<file path="src/rtl/imm_extend_pipe.sv">
// imm_extend_pipe: decodes the immediate field of a 32-bit instruction word,
// sign/zero-extends it to DATA_W bits and queues the result in a 2-entry
// skid FIFO with valid/ready handshakes on both sides.
// Optional feature macro: IMM_BRANCH_SHIFT_EN (B/CB results become byte offsets).
module imm_extend_pipe #(
  parameter int DATA_W = 64,
  parameter int CNT_W  = 8
) (
  input  logic              Clk,
  input  logic              ResetL,
  input  logic              InValid,
  output logic              InReady,
  input  logic [31:0]       Instr,
  input  logic              Ctrl,
  output logic              OutValid,
  input  logic              OutReady,
  output logic [DATA_W-1:0] BusImm,
  output logic [2:0]        ImmType,
  output logic [CNT_W-1:0]  UnkCount
);

  typedef enum logic [2:0] {
    IT_NONE = 3'd0,
    IT_B    = 3'd1,
    IT_CB   = 3'd2,
    IT_D    = 3'd3,
    IT_I    = 3'd4,
    IT_IW   = 3'd5
  } imm_type_e;

`ifdef IMM_BRANCH_SHIFT_EN
  localparam int BR_SH = 2;
`else
  localparam int BR_SH = 0;
`endif

  imm_type_e         dec_type;
  logic [63:0]       dec_imm64;
  logic [DATA_W-1:0] dec_imm;
  logic              is_b, is_cb, is_d, is_i, is_iw;
  logic              ext;

  // head holds the oldest entry and drives the outputs; skid is the second slot
  logic [DATA_W-1:0] head_imm, skid_imm;
  imm_type_e         head_type, skid_type;
  logic [1:0]        occ;
  logic [CNT_W-1:0]  unk;
  logic              push, pop;

  assign is_b  = Instr[31:26] inside {6'h05, 6'h25};
  assign is_cb = Instr[31:24] inside {8'hB4, 8'hB5, 8'h54};
  assign is_d  = Instr[31:21] inside {11'h1C0, 11'h1C2, 11'h3C0, 11'h3C2, 11'h5C0,
                                      11'h5C4, 11'h640, 11'h642, 11'h7C0, 11'h7C2};
  assign is_i  = Instr[31:22] inside {10'h244, 10'h248, 10'h2C4, 10'h2C8,
                                      10'h344, 10'h348, 10'h3C4, 10'h3C8};
  // a 32-bit build cannot represent the upper two halfword positions
  assign is_iw = (Instr[31:23] inside {9'h1A5, 9'h1E5}) && !((DATA_W == 32) && Instr[22]);

  // Combinational decode; first matching class wins, extension bit gated by Ctrl
  always_comb begin
    dec_type  = IT_NONE;
    dec_imm64 = '0;
    ext       = 1'b0;
    if (is_b) begin
      ext       = ~Ctrl & Instr[25];
      dec_type  = IT_B;
      dec_imm64 = {{38{ext}}, Instr[25:0]} << BR_SH;
    end else if (is_cb) begin
      ext       = ~Ctrl & Instr[23];
      dec_type  = IT_CB;
      dec_imm64 = {{45{ext}}, Instr[23:5]} << BR_SH;
    end else if (is_d) begin
      ext       = ~Ctrl & Instr[20];
      dec_type  = IT_D;
      dec_imm64 = {{55{ext}}, Instr[20:12]};
    end else if (is_i) begin
      ext       = ~Ctrl & Instr[21];
      dec_type  = IT_I;
      dec_imm64 = {{52{ext}}, Instr[21:10]};
    end else if (is_iw) begin
      dec_type  = IT_IW;
      dec_imm64 = {48'b0, Instr[20:5]} << {Instr[22:21], 4'b0000};
    end
  end

  assign dec_imm  = dec_imm64[DATA_W-1:0];
  assign InReady  = (occ != 2'd2);
  assign OutValid = (occ != 2'd0);
  assign push     = InValid & InReady;
  assign pop      = OutValid & OutReady;
  assign BusImm   = head_imm;
  assign ImmType  = head_type;
  assign UnkCount = unk;

  // FIFO occupancy and entry storage; head keeps its last value when drained
  always_ff @(posedge Clk or negedge ResetL) begin
    if (!ResetL) begin
      occ       <= 2'd0;
      head_imm  <= '0;
      head_type <= IT_NONE;
      skid_imm  <= '0;
      skid_type <= IT_NONE;
    end else begin
      case (occ)
        2'd0: if (push) begin
          head_imm  <= dec_imm;
          head_type <= dec_type;
          occ       <= 2'd1;
        end
        2'd1: begin
          if (push && pop) begin
            head_imm  <= dec_imm;
            head_type <= dec_type;
          end else if (push) begin
            skid_imm  <= dec_imm;
            skid_type <= dec_type;
            occ       <= 2'd2;
          end else if (pop) begin
            occ <= 2'd0;
          end
        end
        default: if (pop) begin
          head_imm  <= skid_imm;
          head_type <= skid_type;
          occ       <= 2'd1;
        end
      endcase
    end
  end

  // Saturating count of accepted instructions that matched no class
  always_ff @(posedge Clk or negedge ResetL) begin
    if (!ResetL)
      unk <= '0;
    else if (push && (dec_type == IT_NONE) && (unk != {CNT_W{1'b1}}))
      unk <= unk + 1'b1;
  end

endmodule

</file>
<file path="config.mk">
export PLATFORM = sky130hd
export DESIGN_NAME = imm_extend_pipe
export DESIGN_NICKNAME = d
export VERILOG_FILES = /design/src/rtl/imm_extend_pipe.sv
export SDC_FILE = /design/constraint.sdc
export NUM_CORES = 1
export LEC_CHECK = 0
export ABC_CLOCK_PERIOD_IN_PS = 2900
export CAP_MARGIN = 20
export CORE_MARGIN = 5
export CORE_UTILIZATION = 35
export CTS_CLUSTER_SIZE = 20
export DETAILED_ROUTE_END_ITERATION = 10
export PLACE_DENSITY = 0.62
export SYNTH_ARGS = -nofsm -noshare
export SYNTH_HDL_FRONTEND = slang
export SYNTH_SLANG_ARGS = --single-unit
</file>
<file path="constraint.sdc">
create_clock -name Clk -period 2.9 [get_ports Clk]
set_input_delay 0.435 -clock Clk [delete_from_list [all_inputs] [get_ports Clk]]
set_output_delay 0.435 -clock Clk [all_outputs]
set_load 0.02 [all_outputs]
</file>
# After elaboration in Yosys (flattened, before gate mapping)
# Index checks and enable logic that the tools add are counted.
[totals]
reg_bits = 144
input_bits = 37
out_inout_bits = 77
elab_cells = 87
[classes]
add_sub_neg = 1
eq_ne = 32
shifts = 1
mux = 24
bitwise_logic = 8
n_reduce_logical = 15
[op_table]
columns = ["cell", "count"]
rows = [
  ["two-way mux 64 bit", 8],
  ["one-hot mux 64 bit (2 select lines)", 1],
  ["== test 10 bit (second input constant)", 8],
  ["== test 11 bit (second input constant)", 6],
  ["left shift 16 x 6 -> 64 bit", 1],
  ["two-way mux 3 bit", 8],
  ["== test 11 x 10 -> 1 bit (second input constant)", 2],
  ["== test 11 x 9 -> 1 bit (second input constant)", 2],
  ["== test 9 bit (second input constant)", 2],
  ["== test 8 bit (second input constant)", 2],
  ["two-way mux 2 bit", 5],
  ["nonzero test 10 bit", 1],
  ["adder 8 x 1 -> 8 bit (second input constant)", 1],
  ["== test 8 x 7 -> 1 bit (second input constant)", 1],
  ["!= test 2 bit (second input constant)", 4],
  ["!= test 8 bit (second input constant)", 1],
  ["nonzero test 8 bit", 1],
  ["AND 1 bit", 6],
  ["== test 6 x 3 -> 1 bit (second input constant)", 1],
  ["== test 6 bit (second input constant)", 1],
  ["one-hot mux 3 bit (2 select lines)", 1],
  ["AND reduction 3 bit", 2],
  ["nonzero test 2 bit", 3],
  ["nonzero test 3 bit", 2],
  ["other kinds (8)", 11],
]

# Logic depth before layout (Yosys ltp)
[depth]
depth_word = 10
depth_mapped = 9
mapped_depth_nobuf = 5

# Worst setup path before layout
# Ideal clock, no wire load.
[synth_path]
path_kind = "in2reg"
from = "in Instr[29]"
to = "reg skid_imm[34]"
setup_ns = 0.081
arrival_ns = 1.816
t_required_ns = 2.819
path_slack_ns = 1.003
cell_stages = 9
path_buffers = 4
cell_sequence = "or2_1 buf_4 or2_0 buf_2 o211ai_2 o21bai_2 buf_6 buf_6 a31oi_2"
[synth_via]
elab_chain_cells = 7
[synth_rtl]
columns = ["item", "line_no", "source"]
rows = [
  ["start: declaration", "13", "input logic [31:0] Instr,"],
  ["== test 9 bit", "57", "assign is_iw = (Instr[31:23] inside {9'h1A5, 9'h1E5}) && !((DATA_W == 32) && Instr[22]);"],
  ["nonzero test 2 bit", "57", ""],
  ["two-way mux 64 bit", "80", "end else if (is_iw) begin"],
  ["two-way mux 64 bit", "76", "end else if (is_i) begin"],
  ["two-way mux 64 bit", "72", "end else if (is_d) begin"],
  ["two-way mux 64 bit", "68", "end else if (is_cb) begin"],
  ["two-way mux 64 bit *", "64", "if (is_b) begin"],
  ["end signal: assignment", "115", "skid_imm <= dec_imm;"],
  ["end: declaration", "44", "logic [DATA_W-1:0] head_imm, skid_imm;"],
]
# Mark *: on every way between the ends. The rest lies on a longest branch, timed or not.
# A chain may end at the register's enable or synchronous reset.

# Final worst setup path
[layout_path]
from = "in Instr[30]"
to = "reg head_imm[1] (netlist: BusImm[1])"
[layout_via]
elab_chain_cells = 9
[layout_rtl]
columns = ["item", "line_no", "source"]
rows = [
  ["== test 9 bit", "57", ""],
  ["nonzero test 2 bit", "57", ""],
  ["two-way mux 64 bit", "80", ""],
  ["two-way mux 64 bit", "76", ""],
  ["two-way mux 64 bit", "72", ""],
  ["two-way mux 64 bit", "68", ""],
  ["two-way mux 64 bit *", "64", ""],
  ["two-way mux 64 bit (on tied branches)", "111, 105", ""],
  ["one-hot mux 64 bit (2 select lines) *", "104", "case (occ)"],
  ["end signal: assignment", "106", "head_imm <= dec_imm;"],
  ["end signal: assignment", "112", "head_imm <= dec_imm;"],
  ["end signal: assignment", "123", "head_imm <= skid_imm;"],
  ["end: declaration", "44", ""],
]
# Mark *: on every way between the ends. The rest lies on a longest branch, timed or not. The select of a mux whose other input is x is not followed.

==> impl_metrics.ini <==
[timing]
timing.final.crit_share_pct = 88.25
rsz0062_at_grt = no
timing.hold.ws_ns = 0.4702
worst_pin_slew_ns = 1.106
period_needed_ns = 2.559
fin_ws_ns = 0.3406
finClkSkew_ns = 0.005250
drv_slew = 0
finalHoldViolations = 0
setup_viol = 0
max_freq_ghz = 0.3907
slew_headroom_pct = 26.27

[clock_tree]
max-clock-path-buffers = 2
cts_buffers = 17
ctsResizeCount = 0
worstSkewPairLatency_ns = 0.42
root_buffer = clkbuf_16
clock_sinks = 144
tritoncts = yes
htree_levels = 4
postCtsHoldBufs = 1
post_cts_buffers = 0
path_clk_slew_ns = 0.06

[layout]
area_growth_syn_to_layout_pct = 29.03
final_core_util_pct = 46.05
seq_area_sq_um = 3605
antenna_cells = 0
fillers = 1937
drive_above_1_share_pct = 11.06
final_nets = 904
final_common_cell = dfrtp_1
final_cell_mix = dfrtp_1, clkdlybuf4s50_1, nand2_1
multiInputGateArea_sq_um = 3313

[setup_path]
crit_start = Instr[30]
cp.required_ns = 3.23
path_class = input port to flip-flop
path_delay_family = compound AO/OA/AOI/OAI gates
slowest_delay_ns = 0.95
r2r_start = occ[1]
crit_chain = clkdlybuf4s50_1 -> mux2i_1 -> nand3_1 -> a21oi_1 -> a221oi_1 -> o21ai_0
critPathMaxFanout = 10
path_depth = 6
r2r_cells = 5
crit_slowest_cell = a21oi_1
crit_buf_inv = 1
worst_ep_arrival_time_ns = 2.89
crit_path_start_kind = input port
end_kind = flip-flop

[detailed_routing]
drt-initial-drc-count = 672
drt-vias-per-instance = 5.651
ant_nets = 0
first_pass_iters = 5
vias = 6482
wl_per_cell_um = 20.32
drc_errors = 0
routed_wirelength_um = 23310

[power_and_ir_drop]
switching_share_pct = 31.58
peakVddDrop_mv = 0.4843
p_comb_share_pct = 28.9
netSwitchingPower_mw = 2.255
sequentialPowerShare_pct = 39.5
power.internal_mw = 4.886
clock_power_share_pct = 31.7
total_power_mw = 7.141
power_density_nw_per_um2 = 764.0
power.leakage_nw = 3.769

[placement]
place.gp.congestion = 0.8458
port_buffers = 113
dpl.hpwl_um = 15170
dp_worst_setup_slack_ns = -0.008622

[synthesis]
netlist_area_sq_um = 7244
synth_area_per_cell_sq_um = 9.470
synth_top_area_share_pct = 49.74
ys_seq_area_share_pct = 49.74
synth_ff_type = dfrtp_1
syn_nets = 803
synth_edf_count = 0
synth_top_cell_by_area = dfrtp_1
async_flop_share_pct = 100.0
ys_seq_elements = 144
synthTopCellsByArea = dfrtp_1, a31oi_1, o21ai_0
yosys_warnings = 0
synth_cells = 765
synth_cell_type_count = 65

[grt]
grt-ovfl-total = 0
grt_usage_pct = 19.60
antenna_found_initial = 0
grt_pass1_wl_um = 36830
grt_max_degree = 81
grt_pass1_vias = 6192

[die]
die_width_um = 153.9
io_pins = 114
num_rows = 52
core_area_sq_um = 20300
initial_core_util_pct = 35.69
die_height_um = 153.9
dieArea_sq_um = 23680

[min_path]
hold_class = flip-flop to flip-flop
worstHoldPathCells = 2
hp-start = skid_imm[8]

[run_status]
status = finished, final reports clean

[job]
drv_cap = 0
## registers in the layout (all words and copies together) (netlist names)
name / count
BusImm: 64
ImmType: 3
UnkCount: 8
occ: 2
skid_imm: 64
skid_type: 3
## through the flow
stage / instance area, sq um / cells / setup TNS [ns]
floorplan: 7244 / 765 / 0
global placement: 8736 / 1116 / 0
detailed placement: 8736 / 1116 / -0.009914
CTS: 9348 / 1147 / 0
global route: 9348 / 1147 / 0
finish: 9348 / 1147 / 0
## Yosys cell counts, drive strengths merged (7+ instances only)
library cell,number
nand4,16
o31ai,16
buf,20
o211ai,8
a31oi,78
xnor2,7
a22o,9
and3,24
o22ai,7
o21ai,82
a221oi,9
dfrtp,144
nand2,81
nor2,63
a21oi,31
nand3b,39
nor3,9
clkbuf,51
## final timing paths
check,to,slack [ns]
max reg2reg,BusImm[44],1.01
max,BusImm[1],0.34
min in group asynchronous,ImmType[2],0.53
min reg2reg,skid_imm[8],0.47
min,skid_imm[8],0.47
max in group asynchronous,BusImm[46],1.64
## worst register-to-register path, delay by kind of cell (launching register included)
family          cells  cell delay [ns]
flops               1             0.61
compound gates      3             0.55
buf+inv             1             0.37
simple gates        1             0.29
## per-layer routing
layer / share of wire [%] / GRT usage, % / up-vias
met5: 0 / 0 / -
met2: 46 / 29.45 / 262
met4: 2.0 / 6.266 / 0
met1: 45 / 28.25 / 3139
li1: - / - / 3049
met3: 6.9 / 4.272 / 32
## power groups by stage
stage / Clock, mW / Combinational (mW) / Sequential [mW]
after global routing: 2.39 / 2.22 / 2.89
after detailed placement: 0 / 2.07 / 2.85
after global placement: 0 / 2.05 / 2.85
final: 2.26 / 2.06 / 2.82
after CTS: 2.29 / 2.08 / 2.82
after floorplan: 0 / 0.817 / 3.10
## logic make-up (layout without fill, tap and decap cells)
| family | count (synthesis) | count (layout) | share of synthesized area [%] |
|---|---|---|---|
| compound gates | 274 | 274 | 24.94 |
| buf+inv | 77 | 189 | 4.818 |
| fa+ha+maj | 1 | 1 | 0.1727 |
| mux | 4 | 4 | 0.6045 |
| xor+xnor | 8 | 8 | 0.9672 |
| flops | 144 | 144 | 49.74 |
| simple gates | 257 | 257 | 18.76 |
## layout make-up
cell class                 count  area share (%)
tap                          270           3.614
timing repair buffer         153           15.70
sequential                   144           38.56
inverter                       6          0.2409
clock buffer                  21           5.033
clock inverter                 9           1.405
multi-input combinational    544           35.44
No activity file was read; power rests on OpenSTA's default activity.
